**src/rtl/alu_pkg.sv**
```systemverilog
// Shared definitions for the ALU sharing arbiter: data/opcode widths, the
// five legal ALU opcodes, the FSM state encoding and an opcode legality check.
package alu_pkg;

    localparam int ALU_DATA_W = 64;
    localparam int ALU_OP_W   = 4;

    localparam logic [ALU_OP_W-1:0] ALU_AND = 4'b0000;
    localparam logic [ALU_OP_W-1:0] ALU_OR  = 4'b0001;
    localparam logic [ALU_OP_W-1:0] ALU_ADD = 4'b0010;
    localparam logic [ALU_OP_W-1:0] ALU_SUB = 4'b0110;
    localparam logic [ALU_OP_W-1:0] ALU_NOR = 4'b1100;

    typedef enum logic [1:0] {
        ST_IDLE = 2'b00,
        ST_EXEC = 2'b01,
        ST_RESP = 2'b10
    } state_t;

    // Only the five opcodes above reach the ALU; everything else is flagged.
    function automatic logic alu_op_legal(input logic [ALU_OP_W-1:0] op);
        logic legal_s;
        case (op)
            ALU_AND, ALU_OR, ALU_ADD, ALU_SUB, ALU_NOR: legal_s = 1'b1;
            default:                                    legal_s = 1'b0;
        endcase
        return legal_s;
    endfunction

endpackage

```
**src/rtl/rr_arbiter_2.sv**
```systemverilog
// Two-way round-robin arbiter (combinational).
//   req        in  [1:0]  request vector
//   last_grant in  1      index of the requester served most recently
//   grant      out [1:0]  one-hot grant, all zero when nothing requests
module rr_arbiter_2 (
    input  logic [1:0] req,
    input  logic       last_grant,
    output logic [1:0] grant
);

    // A lone requester always wins; on contention the one not served last wins.
    always_comb begin
        grant = 2'b00;
        case (req)
            2'b01:   grant = 2'b01;
            2'b10:   grant = 2'b10;
            2'b11:   grant = last_grant ? 2'b01 : 2'b10;
            default: grant = 2'b00;
        endcase
    end

endmodule

```
**src/rtl/alu_share_arbiter.sv**
```systemverilog
// Shares one ALU between two requesters (0: EX-stage issue, 1: branch/aux).
// A granted request is latched, driven to the ALU for one EXEC cycle, and the
// ALU result/flags are returned to the owner as a one-cycle resp_valid pulse.
// Illegal opcodes skip the ALU and answer with err=1 one cycle earlier.
// Ports:
//   clk, reset                      clock, synchronous active-high reset
//   reqN_valid/ready/a/b/op         request handshake and payload (N=0,1)
//   reqN_resp_valid                 response pulse to the owner
//   reqN_result/zero/great/err      held response of the last op for N
//   alu_a/alu_b/alu_op              to the ALU, zero outside EXEC
//   alu_result/alu_zero/alu_great   from the ALU
//   busy                            high whenever a transaction is in flight
module alu_share_arbiter
    import alu_pkg::*;
#(
    parameter int DATA_W = ALU_DATA_W,
    parameter int OP_W   = ALU_OP_W
) (
    input  logic              clk,
    input  logic              reset,
    input  logic              req0_valid,
    output logic              req0_ready,
    input  logic [DATA_W-1:0] req0_a,
    input  logic [DATA_W-1:0] req0_b,
    input  logic [OP_W-1:0]   req0_op,
    output logic              req0_resp_valid,
    output logic [DATA_W-1:0] req0_result,
    output logic              req0_zero,
    output logic              req0_great,
    output logic              req0_err,
    input  logic              req1_valid,
    output logic              req1_ready,
    input  logic [DATA_W-1:0] req1_a,
    input  logic [DATA_W-1:0] req1_b,
    input  logic [OP_W-1:0]   req1_op,
    output logic              req1_resp_valid,
    output logic [DATA_W-1:0] req1_result,
    output logic              req1_zero,
    output logic              req1_great,
    output logic              req1_err,
    output logic [DATA_W-1:0] alu_a,
    output logic [DATA_W-1:0] alu_b,
    output logic [OP_W-1:0]   alu_op,
    input  logic [DATA_W-1:0] alu_result,
    input  logic              alu_zero,
    input  logic              alu_great,
    output logic              busy
);

    state_t            state_r;
    state_t            state_nxt_s;
    logic [DATA_W-1:0] a_r;
    logic [DATA_W-1:0] b_r;
    logic [OP_W-1:0]   op_r;
    logic              owner_r;
    logic              last_grant_r;
    logic [1:0]        valid_s;
    logic [1:0]        grant_s;
    logic [1:0]        ready_s;
    logic              accept_s;
    logic              accept_owner_s;
    logic              legal_s;
    logic [DATA_W-1:0] sel_a_s;
    logic [DATA_W-1:0] sel_b_s;
    logic [OP_W-1:0]   sel_op_s;
    logic [DATA_W-1:0] result_r [2];
    logic [1:0]        zero_r;
    logic [1:0]        great_r;
    logic [1:0]        err_r;

    assign valid_s = {req1_valid, req0_valid};

    rr_arbiter_2 u_rr_arbiter (
        .req        (valid_s),
        .last_grant (last_grant_r),
        .grant      (grant_s)
    );

    // Ready only while idle; held low during reset so nothing is accepted then.
    always_comb begin
        ready_s = 2'b00;
        if ((state_r == ST_IDLE) && !reset) begin
            ready_s = grant_s;
        end else begin
            ready_s = 2'b00;
        end
    end

    // The arbiter only grants valid requesters, so any ready bit is an acceptance.
    assign accept_s       = |(ready_s & valid_s);
    assign accept_owner_s = ready_s[1];
    assign req0_ready     = ready_s[0];
    assign req1_ready     = ready_s[1];

    // Payload of the requester being accepted this cycle.
    always_comb begin
        sel_a_s  = req0_a;
        sel_b_s  = req0_b;
        sel_op_s = req0_op;
        if (accept_owner_s) begin
            sel_a_s  = req1_a;
            sel_b_s  = req1_b;
            sel_op_s = req1_op;
        end else begin
            sel_a_s  = req0_a;
            sel_b_s  = req0_b;
            sel_op_s = req0_op;
        end
    end

    assign legal_s = alu_op_legal(sel_op_s);

    // Next state: legal ops go through EXEC, illegal ones jump straight to RESP.
    always_comb begin
        state_nxt_s = state_r;
        case (state_r)
            ST_IDLE: begin
                if (accept_s) begin
                    state_nxt_s = legal_s ? ST_EXEC : ST_RESP;
                end else begin
                    state_nxt_s = ST_IDLE;
                end
            end
            ST_EXEC: state_nxt_s = ST_RESP;
            ST_RESP: state_nxt_s = ST_IDLE;
            default: state_nxt_s = ST_IDLE;
        endcase
    end

    // State register plus operand/opcode/owner latches taken at acceptance.
    always_ff @(posedge clk) begin
        if (reset) begin
            state_r      <= ST_IDLE;
            a_r          <= {DATA_W{1'b0}};
            b_r          <= {DATA_W{1'b0}};
            op_r         <= {OP_W{1'b0}};
            owner_r      <= 1'b0;
            last_grant_r <= 1'b1;
        end else begin
            state_r <= state_nxt_s;
            if (accept_s) begin
                a_r          <= sel_a_s;
                b_r          <= sel_b_s;
                op_r         <= sel_op_s;
                owner_r      <= accept_owner_s;
                last_grant_r <= accept_owner_s;
            end
        end
    end

    // Per-requester response registers; only the owner's set is written.
    always_ff @(posedge clk) begin
        if (reset) begin
            result_r[0] <= {DATA_W{1'b0}};
            result_r[1] <= {DATA_W{1'b0}};
            zero_r      <= 2'b00;
            great_r     <= 2'b00;
            err_r       <= 2'b00;
        end else if (state_r == ST_EXEC) begin
            result_r[owner_r] <= alu_result;
            zero_r[owner_r]   <= alu_zero;
            great_r[owner_r]  <= alu_great;
            err_r[owner_r]    <= 1'b0;
        end else if (accept_s && !legal_s) begin
            result_r[accept_owner_s] <= {DATA_W{1'b0}};
            zero_r[accept_owner_s]   <= 1'b0;
            great_r[accept_owner_s]  <= 1'b0;
            err_r[accept_owner_s]    <= 1'b1;
        end
    end

    // ALU inputs come from the latches only during EXEC, otherwise quiet.
    always_comb begin
        alu_a  = {DATA_W{1'b0}};
        alu_b  = {DATA_W{1'b0}};
        alu_op = {OP_W{1'b0}};
        if (state_r == ST_EXEC) begin
            alu_a  = a_r;
            alu_b  = b_r;
            alu_op = op_r;
        end else begin
            alu_a  = {DATA_W{1'b0}};
            alu_b  = {DATA_W{1'b0}};
            alu_op = {OP_W{1'b0}};
        end
    end

    assign req0_resp_valid = (state_r == ST_RESP) && !owner_r;
    assign req1_resp_valid = (state_r == ST_RESP) &&  owner_r;
    assign req0_result     = result_r[0];
    assign req0_zero       = zero_r[0];
    assign req0_great      = great_r[0];
    assign req0_err        = err_r[0];
    assign req1_result     = result_r[1];
    assign req1_zero       = zero_r[1];
    assign req1_great      = great_r[1];
    assign req1_err        = err_r[1];
    assign busy            = (state_r != ST_IDLE);

endmodule

```
**config.mk**
```make
export PLATFORM = sky130hd
export DESIGN_NAME = alu_share_arbiter
export DESIGN_NICKNAME = d
export VERILOG_FILES = /design/src/rtl/alu_pkg.sv /design/src/rtl/rr_arbiter_2.sv /design/src/rtl/alu_share_arbiter.sv
export SDC_FILE = /design/constraint.sdc
export NUM_CORES = 1
export LEC_CHECK = 0
export ABC_AREA = 1
export CAP_MARGIN = 20
export CORE_AREA = 2 2 232 234
export DETAILED_ROUTE_END_ITERATION = 10
export DIE_AREA = 0 0 234 236
export PLACE_DENSITY_LB_ADDON = 0.1
export SYNTH_ARGS = -nofsm -noshare
export SYNTH_HDL_FRONTEND = slang
export SYNTH_SLANG_ARGS = --single-unit
```
**constraint.sdc**
```tcl
create_clock -name clk -period 8.15 [get_ports clk]
set_input_delay 0.815 -clock clk [delete_from_list [all_inputs] [get_ports clk]]
set_output_delay 0.815 -clock clk [all_outputs]
set_load 0.02 [all_outputs]
```
==> impl_metrics.xml, run 1 <==
<?xml version="1.0" encoding="UTF-8"?>
<metrics>
  <group name="routing">
    <metric name="drtAntennaViolNets" unit="">0</metric>
    <metric name="route.detailed.drc" unit="">0</metric>
    <metric name="viasPerCell" unit="">4.41</metric>
    <metric name="drt_wl_total" unit="mm">52.8</metric>
    <metric name="wl_per_cell" unit="um">20.4</metric>
    <metric name="vias" unit="">11400</metric>
    <metric name="detail_route.first_pass.iterations" unit="">4</metric>
    <metric name="drt-initial-drc-count" unit="">467</metric>
  </group>
  <group name="grt">
    <metric name="initial_antenna_violation_count" unit="">15</metric>
    <metric name="global_route.overflow_total" unit="">0</metric>
    <metric name="groute.usage.overall" unit="">0.184</metric>
    <metric name="grt_max_degree" unit="">96</metric>
    <metric name="via_count_of_the_first_global_routing_pass" unit="">11900</metric>
    <metric name="grt_first_pass_wirelength" unit="mm">75.8</metric>
  </group>
  <group name="yosys">
    <metric name="synth_top_family_by_area" unit="">simple AND/OR/NAND/NOR gates</metric>
    <metric name="synth_adder_area_share" unit="">0</metric>
    <metric name="synth-seq-area-share" unit="">0.577</metric>
    <metric name="compound_cell_area_share_of_the_yosys_netlist" unit="">0.162</metric>
    <metric name="netlist_area" unit="um2">11600</metric>
    <metric name="synth-seq-cells" unit="">270</metric>
    <metric name="yosys.area_share.simple" unit="">0.171</metric>
    <metric name="ys_warn_count" unit="">0</metric>
    <metric name="synth_nets" unit="">1646</metric>
    <metric name="post_synth_mux_area_share" unit="">0</metric>
    <metric name="synth_cell_types" unit="">23</metric>
    <metric name="post_synth_xor_area_fraction" unit="">0</metric>
    <metric name="post_synth.cell_area_avg" unit="um2">8.83</metric>
    <metric name="synthesis.instances" unit="">1312</metric>
  </group>
  <group name="sta">
    <metric name="fin_setup_tns" unit="ns">0</metric>
    <metric name="skew_final" unit="ns">0.0192</metric>
    <metric name="final_period_minus_worst_setup_slack" unit="ns">5.39</metric>
    <metric name="period_share" unit="">0.661</metric>
    <metric name="rsz_0062_raised_after_global_routing" unit="">false</metric>
    <metric name="setup_violations" unit="">0</metric>
    <metric name="slew_headroom" unit="">0.249</metric>
    <metric name="maxClockFrequency" unit="MHz">186</metric>
    <metric name="hold-worst-slack" unit="ns">0.473</metric>
    <metric name="maxSlewViolCount" unit="">0</metric>
    <metric name="final_hold_viol_count" unit="">0</metric>
    <metric name="max_slew.worst_pin.slew" unit="ns">1.13</metric>
  </group>
  <group name="clock_network">
    <metric name="post-cts-setup-buffers" unit="">0</metric>
    <metric name="number_of_cts_inserted_buffers" unit="">36</metric>
    <metric name="cts_tree" unit="">done</metric>
    <metric name="h-tree-depth" unit="">2</metric>
    <metric name="cts.hold.buffers_added" unit="">0</metric>
    <metric name="postCtsResizedCells" unit="">0</metric>
    <metric name="cts.sinks" unit="">270</metric>
    <metric name="clockBufferDepth" unit="">3</metric>
    <metric name="clock_insertion_delay_worst_skew" unit="ns">0.54</metric>
    <metric name="clk_pin_slew_worst_paths" unit="ns">0.06</metric>
    <metric name="clock_root_buffer" unit="">sky130_fd_sc_hd__clkbuf_16</metric>
  </group>
  <group name="cells_and_area">
    <metric name="finish.net_count" unit="">2190</metric>
    <metric name="area_growth_syn_to_layout" unit="%">66.5</metric>
    <metric name="finalCoreUtilization" unit="">0.363</metric>
    <metric name="final_layout_size_suffix_gt1_frac" unit="">0.0414</metric>
    <metric name="final_cells" unit="">2584</metric>
  </group>
  <group name="worst_setup_path">
    <metric name="critical_path_arrival" unit="ns">5.43</metric>
    <metric name="critical_path.max_stage_delay" unit="ns">0.72</metric>
    <metric name="critical_path.most_common_cell" unit="">sky130_fd_sc_hd__nand2_1</metric>
    <metric name="timing.critical_path.cells" unit="">clkdlybuf4s50_1, nand2_1, nand2_2, nor2_8, inv_4, nand2_1, nand2_1, nand2_1, nand2_1, nand2_2, nand2_4, nand2_1, nand2_1, nand2_2, buf_4, nand2_4</metric>
    <metric name="required" unit="ns">8.19</metric>
    <metric name="crit_path_start_kind" unit="">input pin</metric>
    <metric name="worst_path_dominant_cell_family" unit="">simple AND/OR/NAND/NOR gates</metric>
    <metric name="crit_slowest_cell" unit="">sky130_fd_sc_hd__nand2_4</metric>
    <metric name="critical_path_class" unit="">input pin to register</metric>
    <metric name="end_kind" unit="">register</metric>
    <metric name="crit_buf_inv" unit="">3</metric>
    <metric name="critical_path_peak_fanout" unit="">73</metric>
  </group>
  <group name="floorplan">
    <metric name="fp.coreArea" unit="um2">53100</metric>
    <metric name="placementRows" unit="">85</metric>
    <metric name="initial_core_util" unit="">0.218</metric>
    <metric name="dieArea" unit="um2">55200</metric>
    <metric name="die_boundary_height" unit="um">236</metric>
    <metric name="ioPinCount" unit="">605</metric>
    <metric name="width_of_the_die" unit="um">234</metric>
  </group>
  <group name="power">
    <metric name="power.total" unit="mW">4.14</metric>
    <metric name="comb_power_share" unit="">0.218</metric>
    <metric name="pwr-share-seq" unit="">0.401</metric>
    <metric name="p_int" unit="mW">2.95</metric>
    <metric name="leakagePower" unit="nW">7.09</metric>
    <metric name="vdd_ir_drop_max" unit="V">0.000124</metric>
    <metric name="power_density" unit="nW/um2">215</metric>
    <metric name="switching_share" unit="">0.288</metric>
    <metric name="p_switching" unit="mW">1.19</metric>
    <metric name="clkPwrFrac" unit="">0.381</metric>
  </group>
  <group name="min_path">
    <metric name="holdCritPathClass" unit="">register to register</metric>
  </group>
  <group name="placed_design">
    <metric name="finalWeightedCongestion" unit="">0.808</metric>
    <metric name="placedCellCount" unit="">2514</metric>
    <metric name="dp_hpwl" unit="mm">37.6</metric>
    <metric name="port_buffers" unit="">604</metric>
  </group>
  <group name="run">
    <metric name="max_cap_viol_count" unit="">0</metric>
  </group>
  <group name="run_status">
    <metric name="outcome" unit="">complete, no violations</metric>
  </group>
</metrics>
## power groups by stage
stage	Combinational [mW]	Sequential [mW]	Clock [mW]
6_report	0.902	1.66	1.58
3_3_place_gp	0.912	1.69	0
5_1_grt	0.983	1.68	1.68
2_1_floorplan	0.368	1.77	0
3_5_place_dp	0.916	1.69	0
4_1_cts	0.920	1.67	1.63
## cell type report
class | instances | area [um2]
tap | 696 | 871
clock buffer | 52 | 1070
sequential | 270 | 6690
timing repair buffer | 612 | 6100
fill | 5521 | 33800
antenna | 5 | 12.5
multi-input combinational | 788 | 3870
clock inverter | 13 | 97.6
inverter | 148 | 566
## synth_stat cells
master | instances | area (um2)
sky130_fd_sc_hd__nor2_8 | 1 | 20.0
sky130_fd_sc_hd__inv_1 | 143 | 537
sky130_fd_sc_hd__o21ai_2 | 1 | 8.76
sky130_fd_sc_hd__nand3_1 | 15 | 75.1
sky130_fd_sc_hd__a21oi_1 | 5 | 25.0
sky130_fd_sc_hd__nor2_1 | 394 | 1480
sky130_fd_sc_hd__clkbuf_1 | 83 | 312
sky130_fd_sc_hd__edfxtp_1 | 128 | 3840
sky130_fd_sc_hd__nor3_1 | 2 | 10.0
sky130_fd_sc_hd__o21bai_1 | 2 | 15.0
sky130_fd_sc_hd__nand2_4 | 1 | 11.3
sky130_fd_sc_hd__o31ai_1 | 2 | 15.0
sky130_fd_sc_hd__buf_4 | 2 | 15.0
sky130_fd_sc_hd__nand2_1 | 96 | 360
sky130_fd_sc_hd__clkinv_1 | 1 | 3.75
sky130_fd_sc_hd__nand2_2 | 4 | 25.0
sky130_fd_sc_hd__inv_2 | 4 | 15.0
sky130_fd_sc_hd__buf_2 | 4 | 20.0
sky130_fd_sc_hd__buf_6 | 10 | 113
sky130_fd_sc_hd__o21ai_0 | 137 | 686
sky130_fd_sc_hd__dfxtp_1 | 142 | 2840
sky130_fd_sc_hd__o32ai_1 | 128 | 1120
sky130_fd_sc_hd__buf_1 | 7 | 26.3
## metal layers
layer / up-vias / part of all wire / track usage
li1: 5513 / - / -
met1: 5330 / 0.39 / 0.204
met2: 443 / 0.48 / 0.315
met3: 87 / 0.095 / 0.0730
met4: 20 / 0.027 / 0.0650
met5: - / 0.0023 / 0
## tightest hold or removal path: cells and delay by family, from the launching register on
family / cells / cell delay [ns]
AND/OR/NAND/NOR: 2 / 0.11
flip-flops: 1 / 0.33
## sequential cells by signal (all words and copies together) (netlist names)
signal,cells
a_r,64
b_r,64
err_r,2
great_r,2
last_grant_r,1
op_r,4
owner_r,1
result_r,128
state_r,2
zero_r,2
## cells in the final DEF (no fill, tap or decap)
cell and count:
sky130_fd_sc_hd__clkinvlp_4 1, sky130_fd_sc_hd__inv_2 1, sky130_fd_sc_hd__nor3_1 2, sky130_fd_sc_hd__dfxtp_1 142, sky130_fd_sc_hd__edfxtp_1 128, sky130_fd_sc_hd__nand2_1 93, sky130_fd_sc_hd__clkdlybuf4s50_1 603, sky130_fd_sc_hd__buf_4 9
sky130_fd_sc_hd__o21ai_2 1, sky130_fd_sc_hd__bufinv_16 1, sky130_fd_sc_hd__nand3_1 14, sky130_fd_sc_hd__nand3_2 1, sky130_fd_sc_hd__clkbuf_8 9, sky130_fd_sc_hd__inv_1 143, sky130_fd_sc_hd__nor2_8 1, sky130_fd_sc_hd__o21bai_1 2
sky130_fd_sc_hd__clkinv_4 1, sky130_fd_sc_hd__a21oi_1 5, sky130_fd_sc_hd__diode_2 5, sky130_fd_sc_hd__o31ai_1 2, sky130_fd_sc_hd__nand2_4 3, sky130_fd_sc_hd__o32ai_1 128, sky130_fd_sc_hd__clkinv_1 6, sky130_fd_sc_hd__nand2_2 5
sky130_fd_sc_hd__clkbuf_16 37, sky130_fd_sc_hd__nor2_1 394, sky130_fd_sc_hd__inv_4 2, sky130_fd_sc_hd__clkinv_2 3, sky130_fd_sc_hd__o21ai_0 137, sky130_fd_sc_hd__inv_6 3, sky130_fd_sc_hd__clkbuf_1 6
## cells by family after synthesis
group | after synthesis
and+or+nand+nor | 513
AOI/OAI and AO/OA | 275
DFF | 270
buffers and inverters | 254
## final timing paths
kind,startpoint,endpoint,slack (ns),depth (start not counted)
max,req0_valid,result_r[0][7],2.76,16
min,last_grant_r,last_grant_r,0.47,2
max reg2reg,state_r[1],result_r[0][7],3.16,15
min reg2reg,last_grant_r,last_grant_r,0.47,2
## through the flow
stage	setup WS, ns	instance area [um2]
after floorplan	4.24	11600
after detailed placement	2.05	18100
after CTS	2.62	19300
after global routing	2.29	19300
final	2.76	19300
after global placement	2.06	18100
Power figures use the tool's default switching activity.
==> run 2, diff against run 1 <==
- CORE_AREA: 2 2 232 234 -> 2 2 237 239
- DIE_AREA: 0 0 234 236 -> 0 0 239 241
- clock period: 8.15 -> 4.9 ns (I/O delays scaled with it)
==> run 2 against run 1 <==
  * First-iteration DRC count unchanged
  * Utilization decreased by 1.2 points
  * Clock skew decreased by 0.010 ns
  * Total power increased by 62%
  * Critical endpoint is now alu_a[14]
  * Largest power group unchanged
==> impl_metrics.xml, run 2 (synthesized netlist as in run 1, its figures left out) <==
<?xml version="1.0" encoding="UTF-8"?>
<metrics>
  <group name="power">
    <metric name="leakagePower" unit="nW">7.06</metric>
    <metric name="power_density" unit="nW/um2">349</metric>
    <metric name="power.total" unit="mW">6.73</metric>
    <metric name="vdd_ir_drop_max" unit="V">0.000198</metric>
  </group>
  <group name="placed_design">
    <metric name="port_buffers" unit="">604</metric>
    <metric name="placedCellCount" unit="">2527</metric>
    <metric name="post_dp_cell_area" unit="um2">18200</metric>
    <metric name="finalWeightedCongestion" unit="">0.795</metric>
    <metric name="dp_hpwl" unit="mm">37.6</metric>
  </group>
  <group name="clock_network">
    <metric name="cts.sinks" unit="">270</metric>
    <metric name="post-cts-setup-buffers" unit="">0</metric>
    <metric name="h-tree-depth" unit="">2</metric>
    <metric name="number_of_cts_inserted_buffers" unit="">35</metric>
    <metric name="clk_pin_slew_worst_paths" unit="ns">0.05</metric>
    <metric name="postCtsResizedCells" unit="">0</metric>
    <metric name="cts_tree" unit="">done</metric>
    <metric name="clock_root_buffer" unit="">sky130_fd_sc_hd__clkbuf_16</metric>
    <metric name="clock_insertion_delay_worst_skew" unit="ns">0.54</metric>
    <metric name="cts.hold.buffers_added" unit="">0</metric>
    <metric name="clockBufferDepth" unit="">3</metric>
  </group>
  <group name="sta">
    <metric name="fin_setup_tns" unit="ns">0</metric>
    <metric name="rsz_0062_raised_after_global_routing" unit="">false</metric>
    <metric name="max_slew.worst_pin.slew" unit="ns">1.19</metric>
    <metric name="maxSlewViolCount" unit="">0</metric>
    <metric name="maxClockFrequency" unit="MHz">294</metric>
    <metric name="slew_headroom" unit="">0.206</metric>
    <metric name="final_hold_viol_count" unit="">0</metric>
    <metric name="setup_violations" unit="">0</metric>
    <metric name="final_period_minus_worst_setup_slack" unit="ns">3.40</metric>
    <metric name="period_share" unit="">0.694</metric>
    <metric name="skew_final" unit="ns">0.00891</metric>
  </group>
  <group name="floorplan">
    <metric name="die_boundary_height" unit="um">241</metric>
    <metric name="initial_core_util" unit="">0.211</metric>
    <metric name="dieArea" unit="um2">57600</metric>
    <metric name="width_of_the_die" unit="um">239</metric>
    <metric name="ioPinCount" unit="">605</metric>
    <metric name="fp.coreArea" unit="um2">54900</metric>
    <metric name="placementRows" unit="">86</metric>
  </group>
  <group name="worst_setup_path">
    <metric name="worst_path_dominant_cell_family" unit="">buffers and inverters</metric>
    <metric name="crit_slowest_cell" unit="">sky130_fd_sc_hd__clkdlybuf4s50_1</metric>
    <metric name="critical_path.most_common_cell" unit="">sky130_fd_sc_hd__nor2_1</metric>
    <metric name="crit_buf_inv" unit="">4</metric>
    <metric name="timing.critical_path.cells" unit="">inv_2, nor2_1, inv_4, buf_4, nor2_1, clkdlybuf4s50_1</metric>
    <metric name="critical_path_class" unit="">register to output port</metric>
    <metric name="critical_path_arrival" unit="ns">2.91</metric>
    <metric name="number_of_cells_on_the_worst_reg_to_reg_path" unit="">13</metric>
    <metric name="end_kind" unit="">output port</metric>
    <metric name="worstSetupPathDepth" unit="">6</metric>
    <metric name="critPathLaunch" unit="">state_r[0]</metric>
    <metric name="required" unit="ns">4.41</metric>
    <metric name="critical_path_peak_fanout" unit="">68</metric>
    <metric name="regToRegStartpoint" unit="">state_r[1]</metric>
    <metric name="critical_path.max_stage_delay" unit="ns">0.62</metric>
    <metric name="crit_path_start_kind" unit="">register</metric>
  </group>
  <group name="min_path">
    <metric name="hold_path_depth" unit="">2</metric>
    <metric name="worst_hold_startpoint" unit="">err_r[0]</metric>
    <metric name="holdCritPathClass" unit="">register to register</metric>
  </group>
  <group name="grt">
    <metric name="via_count_of_the_first_global_routing_pass" unit="">11800</metric>
    <metric name="grt_first_pass_wirelength" unit="mm">74.8</metric>
    <metric name="global_route.overflow_total" unit="">0</metric>
    <metric name="groute.usage.overall" unit="">0.175</metric>
    <metric name="initial_antenna_violation_count" unit="">18</metric>
    <metric name="grt_max_degree" unit="">259</metric>
  </group>
  <group name="cells_and_area">
    <metric name="layout.cells.most_common" unit="">sky130_fd_sc_hd__clkdlybuf4s50_1</metric>
    <metric name="largest_register" unit="">result_r</metric>
    <metric name="largestRegisters" unit="">result_r: 128 flops, a_r: 64 flops, b_r: 64 flops</metric>
    <metric name="fillerInstances" unit="">5753</metric>
    <metric name="final_layout_size_suffix_gt1_frac" unit="">0.0399</metric>
    <metric name="final_cell_mix" unit="">sky130_fd_sc_hd__clkdlybuf4s50_1, sky130_fd_sc_hd__nor2_1, sky130_fd_sc_hd__inv_1</metric>
    <metric name="number_of_flip_flops_in_the_largest_register" unit="">128</metric>
    <metric name="finish.net_count" unit="">2194</metric>
    <metric name="post-route-cell-area" unit="um2">19300</metric>
    <metric name="area_growth_syn_to_layout" unit="%">66.3</metric>
    <metric name="final_cells" unit="">2593</metric>
  </group>
  <group name="routing">
    <metric name="viasPerCell" unit="">4.39</metric>
    <metric name="drtAntennaViolNets" unit="">0</metric>
    <metric name="detail_route.first_pass.iterations" unit="">5</metric>
    <metric name="vias" unit="">11400</metric>
    <metric name="drt_wl_total" unit="mm">53.1</metric>
    <metric name="wl_per_cell" unit="um">20.5</metric>
    <metric name="route.detailed.drc" unit="">0</metric>
    <metric name="drt-initial-drc-count" unit="">467</metric>
  </group>
  <group name="run">
    <metric name="max_cap_viol_count" unit="">0</metric>
  </group>
  <group name="run_status">
    <metric name="outcome" unit="">complete, no violations</metric>
  </group>
</metrics>
run 2: cell types whose count changed in the layout (fill, tap and decap cells not counted), sizes merged:
cell,delta
clkinv,-5
diode,+2
inv,-1
buf,+5
run 2: worst paths after layout:
kind | endpoint | slack [ns]
max reg2reg | result_r[1][53] | 2.15
min reg2reg | err_r[0] | 0.48
max | alu_a[14] | 1.50
min | err_r[0] | 0.48
run 2: per-layer routing:
layer,GRT usage,wire length (um),vias up
li1,-,-,5523
met4,0.0735,1940,24
met1,0.191,20000,5269
met5,0,147,-
met3,0.0860,5890,111
met2,0.289,25100,457
run 2: worst reg2reg max path, cell delays in order, from the launching register on:
cell                      delay, ns
sky130_fd_sc_hd__dfxtp_1       0.32
sky130_fd_sc_hd__nor2_1        0.13
sky130_fd_sc_hd__nand2_2       0.12
sky130_fd_sc_hd__nor2_8        0.26
sky130_fd_sc_hd__nand2_1       0.09
sky130_fd_sc_hd__nand2_1       0.11
sky130_fd_sc_hd__nand2_1       0.05
sky130_fd_sc_hd__nand2_1       0.06
sky130_fd_sc_hd__nand2_1       0.06
sky130_fd_sc_hd__nand2_2       0.09
sky130_fd_sc_hd__nand2_4       0.10
sky130_fd_sc_hd__nand2_1       0.11
sky130_fd_sc_hd__nand3_2       0.12
sky130_fd_sc_hd__nand2_4       0.69
run 2: cell type report:
type                    instances  area (um2)  share of cell area
clock buffers                  52         991              0.0515
flip-flops and latches        270        6690               0.347
clock inverters                 7        77.6             0.00403
multi-input cells             788        3870               0.201
repair buffers                617        6170               0.320
well taps                     704         881              0.0457
diodes                          7        17.5            0.000910
inverters                     148         566              0.0294
run 2: power by group:
part           switching, mW  leakage (nW)  internal, mW
Combinational          0.847          4.02         0.660
Clock                  0.999         0.518          1.45
Sequential            0.0875          2.52          2.68
run 2: stage by stage:
step	utilization	setup slack (ns)	hold WS, ns
6_report	0.351	1.50	0.478
5_1_grt	0.351	1.29	0.507
4_1_cts	0.351	1.40	0.484
3_5_place_dp	0.331	1.41	0.476
3_3_place_gp	0.331	1.45	0.470
2_1_floorplan	-	1.32	0.429
==> run 3, diff against run 2 <==
- CORE_AREA: 2 2 237 239 -> 2 2 232 234
- DIE_AREA: 0 0 239 241 -> 0 0 234 236
- clock period: 4.9 -> 3.2 ns (I/O delays scaled with it)
==> run 3 against run 2 <==
  * Clock-buffer cell count grew 1
  * Design area grew 0.96%
  * Largest power group unchanged
  * Combinational power increased by 54%
  * Critical path type unchanged
  * Total power grew 57%
  * Setup slack got worse by 1.2 ns
  * Sequential share of layout area fell by 0.33 points
  * Cell count is 0.12% higher
  * Clock power rose by 62%
  * Highest routed layer unchanged
  * First-iteration DRC count decreased by 13%
==> impl_metrics.xml, run 3 (synthesized netlist as in run 1, its figures left out) <==
<?xml version="1.0" encoding="UTF-8"?>
<metrics>
  <group name="grt">
    <metric name="groute.usage.overall" unit="">0.178</metric>
    <metric name="initial_antenna_violation_count" unit="">15</metric>
    <metric name="via_count_of_the_first_global_routing_pass" unit="">11700</metric>
    <metric name="global_route.overflow_total" unit="">0</metric>
    <metric name="grt_first_pass_wirelength" unit="mm">73.5</metric>
    <metric name="grt_max_degree" unit="">161</metric>
  </group>
  <group name="floorplan">
    <metric name="ioPinCount" unit="">605</metric>
    <metric name="dieArea" unit="um2">55200</metric>
    <metric name="die_boundary_height" unit="um">236</metric>
    <metric name="fp.coreArea" unit="um2">53100</metric>
    <metric name="placementRows" unit="">85</metric>
    <metric name="width_of_the_die" unit="um">234</metric>
    <metric name="initial_core_util" unit="">0.218</metric>
  </group>
  <group name="cells_and_area">
    <metric name="number_of_flip_flops_in_the_largest_register" unit="">128</metric>
    <metric name="final_layout_size_suffix_gt1_frac" unit="">0.0433</metric>
    <metric name="finish.net_count" unit="">2199</metric>
    <metric name="layout.cells.most_common" unit="">sky130_fd_sc_hd__clkdlybuf4s50_1</metric>
    <metric name="register_cell_area_after_layout" unit="um2">6690</metric>
    <metric name="largest_register" unit="">result_r</metric>
    <metric name="area_growth_syn_to_layout" unit="%">67.9</metric>
    <metric name="final_cell_mix" unit="">sky130_fd_sc_hd__clkdlybuf4s50_1, sky130_fd_sc_hd__nor2_1, sky130_fd_sc_hd__inv_1</metric>
    <metric name="fillerInstances" unit="">5502</metric>
    <metric name="largestRegisters" unit="">result_r: 128 flops, a_r: 64 flops, b_r: 64 flops</metric>
    <metric name="multi_input_comb_area" unit="um2">3870</metric>
  </group>
  <group name="routing">
    <metric name="detail_route.first_pass.iterations" unit="">5</metric>
    <metric name="drt-initial-drc-count" unit="">405</metric>
    <metric name="drtAntennaViolNets" unit="">0</metric>
    <metric name="route.detailed.drc" unit="">0</metric>
    <metric name="wl_per_cell" unit="um">19.6</metric>
    <metric name="vias" unit="">11300</metric>
    <metric name="drt_wl_total" unit="mm">50.9</metric>
    <metric name="viasPerCell" unit="">4.35</metric>
  </group>
  <group name="clock_network">
    <metric name="number_of_cts_inserted_buffers" unit="">36</metric>
    <metric name="post-cts-setup-buffers" unit="">0</metric>
    <metric name="clockBufferDepth" unit="">3</metric>
    <metric name="h-tree-depth" unit="">2</metric>
    <metric name="clock_insertion_delay_worst_skew" unit="ns">0.54</metric>
    <metric name="clk_pin_slew_worst_paths" unit="ns">0.06</metric>
    <metric name="cts.sinks" unit="">270</metric>
    <metric name="clock_root_buffer" unit="">sky130_fd_sc_hd__clkbuf_16</metric>
    <metric name="cts_tree" unit="">done</metric>
    <metric name="cts.hold.buffers_added" unit="">0</metric>
  </group>
  <group name="run_status">
    <metric name="outcome" unit="">complete, no violations</metric>
  </group>
  <group name="run">
    <metric name="max_cap_viol_count" unit="">0</metric>
  </group>
  <group name="sta">
    <metric name="max_slew.worst_pin.slew" unit="ns">0.911</metric>
    <metric name="maxClockFrequency" unit="MHz">340</metric>
    <metric name="setup_violations" unit="">0</metric>
    <metric name="rsz_0062_raised_after_global_routing" unit="">false</metric>
    <metric name="fin_setup_tns" unit="ns">0</metric>
    <metric name="maxSlewViolCount" unit="">0</metric>
    <metric name="final_period_minus_worst_setup_slack" unit="ns">2.94</metric>
    <metric name="final_hold_viol_count" unit="">0</metric>
    <metric name="final_worst_setup_slack" unit="ns">0.262</metric>
    <metric name="skew_final" unit="ns">0.0122</metric>
    <metric name="period_share" unit="">0.918</metric>
    <metric name="slew_headroom" unit="">0.393</metric>
  </group>
  <group name="worst_setup_path">
    <metric name="end_kind" unit="">output port</metric>
    <metric name="critical_path_class" unit="">register to output port</metric>
    <metric name="critical_path_arrival" unit="ns">2.62</metric>
    <metric name="required" unit="ns">2.88</metric>
    <metric name="critical_path_peak_fanout" unit="">129</metric>
    <metric name="crit_path_start_kind" unit="">register</metric>
    <metric name="number_of_cells_on_the_worst_reg_to_reg_path" unit="">14</metric>
    <metric name="rrSetupSlack" unit="ns">0.77</metric>
  </group>
  <group name="placed_design">
    <metric name="dp_hpwl" unit="mm">35.9</metric>
    <metric name="detailedPlace.worstSlack" unit="ns">0.369</metric>
    <metric name="finalWeightedCongestion" unit="">0.820</metric>
    <metric name="port_buffers" unit="">604</metric>
  </group>
  <group name="power">
    <metric name="leakagePower" unit="nW">7.14</metric>
    <metric name="vdd_ir_drop_max" unit="V">0.000286</metric>
    <metric name="power_density" unit="nW/um2">542</metric>
  </group>
  <group name="min_path">
    <metric name="hold_path_depth" unit="">5</metric>
    <metric name="holdCritPathClass" unit="">input pin to register</metric>
  </group>
</metrics>
-- run 3: cell types whose count changed in the layout (fill, tap and decap cells not counted), sizes merged --
cell	delta
clkinvlp	+2
buf	+4
bufinv	+2
clkbuf	+1
inv	+1
diode	+1
-- run 3: worst max-delay path: stages, from the launching register on --
cell and delay [ns]:
sky130_fd_sc_hd__dfxtp_1 0.35, sky130_fd_sc_hd__nand2_1 0.08, sky130_fd_sc_hd__nand2_2 0.12, sky130_fd_sc_hd__nor2_8 0.21, sky130_fd_sc_hd__buf_12 0.41, sky130_fd_sc_hd__clkdlybuf4s50_1 0.74
-- run 3: through the flow --
| stage | total power, mW | instance area (um2) | cells | util | hold WS (ns) |
|---|---|---|---|---|---|
| final | 10.5 | 19400 | 2596 | 0.366 | 0.312 |
| after global routing | 11.1 | 19400 | 2594 | 0.366 | 0.375 |
| after CTS | 10.7 | 19400 | 2588 | 0.366 | 0.286 |
| after detailed placement | 6.66 | 18300 | 2523 | 0.344 | 0.473 |
| after global placement | 6.65 | 18300 | 2523 | 0.344 | 0.472 |
| after floorplan | 5.45 | 11600 | 1312 | - | 0.429 |
-- run 3: final timing paths --
| path | from | endpoint |
|---|---|---|
| setup / recovery | last_grant_r | req1_ready |
| hold / removal | reset | op_r[1] |
| setup reg to reg | state_r[1] | result_r[0][9] |
| hold reg to reg | err_r[0] | err_r[0] |
-- run 3: final cells by class --
class,count,area share
diodes,8,0.00103
clock buffers,53,0.0512
clock inverters,12,0.00760
inverters,148,0.0292
multi-input cells,788,0.199
flip-flops and latches,270,0.344
well taps,696,0.0448
repair buffers,621,0.323
-- run 3: layer usage --
| metal | up-vias | track usage | routed length (um) |
|---|---|---|---|
| li1 | 5533 | - | - |
| met1 | 5258 | 0.201 | 20100 |
| met2 | 395 | 0.295 | 24200 |
| met3 | 88 | 0.0785 | 5090 |
| met4 | 18 | 0.0629 | 1390 |
| met5 | - | 0 | 118 |
-- run 3: report_power, final --
group	switching (mW)	total, mW	leakage, nW	internal [mW]
Combinational	1.29	2.32	4.08	1.04
Sequential	0.125	4.23	2.52	4.10
Clock	1.57	3.98	0.544	2.41
Total	2.98	10.5	7.14	7.54
-- run 3: repair_timing --
| action | in CTS | in global routing |
|---|---|---|
| setup endpoints to repair | 0 | 20 |
| gates resized for setup | 0 | 2 |
| hold endpoints to repair | 0 | 0 |
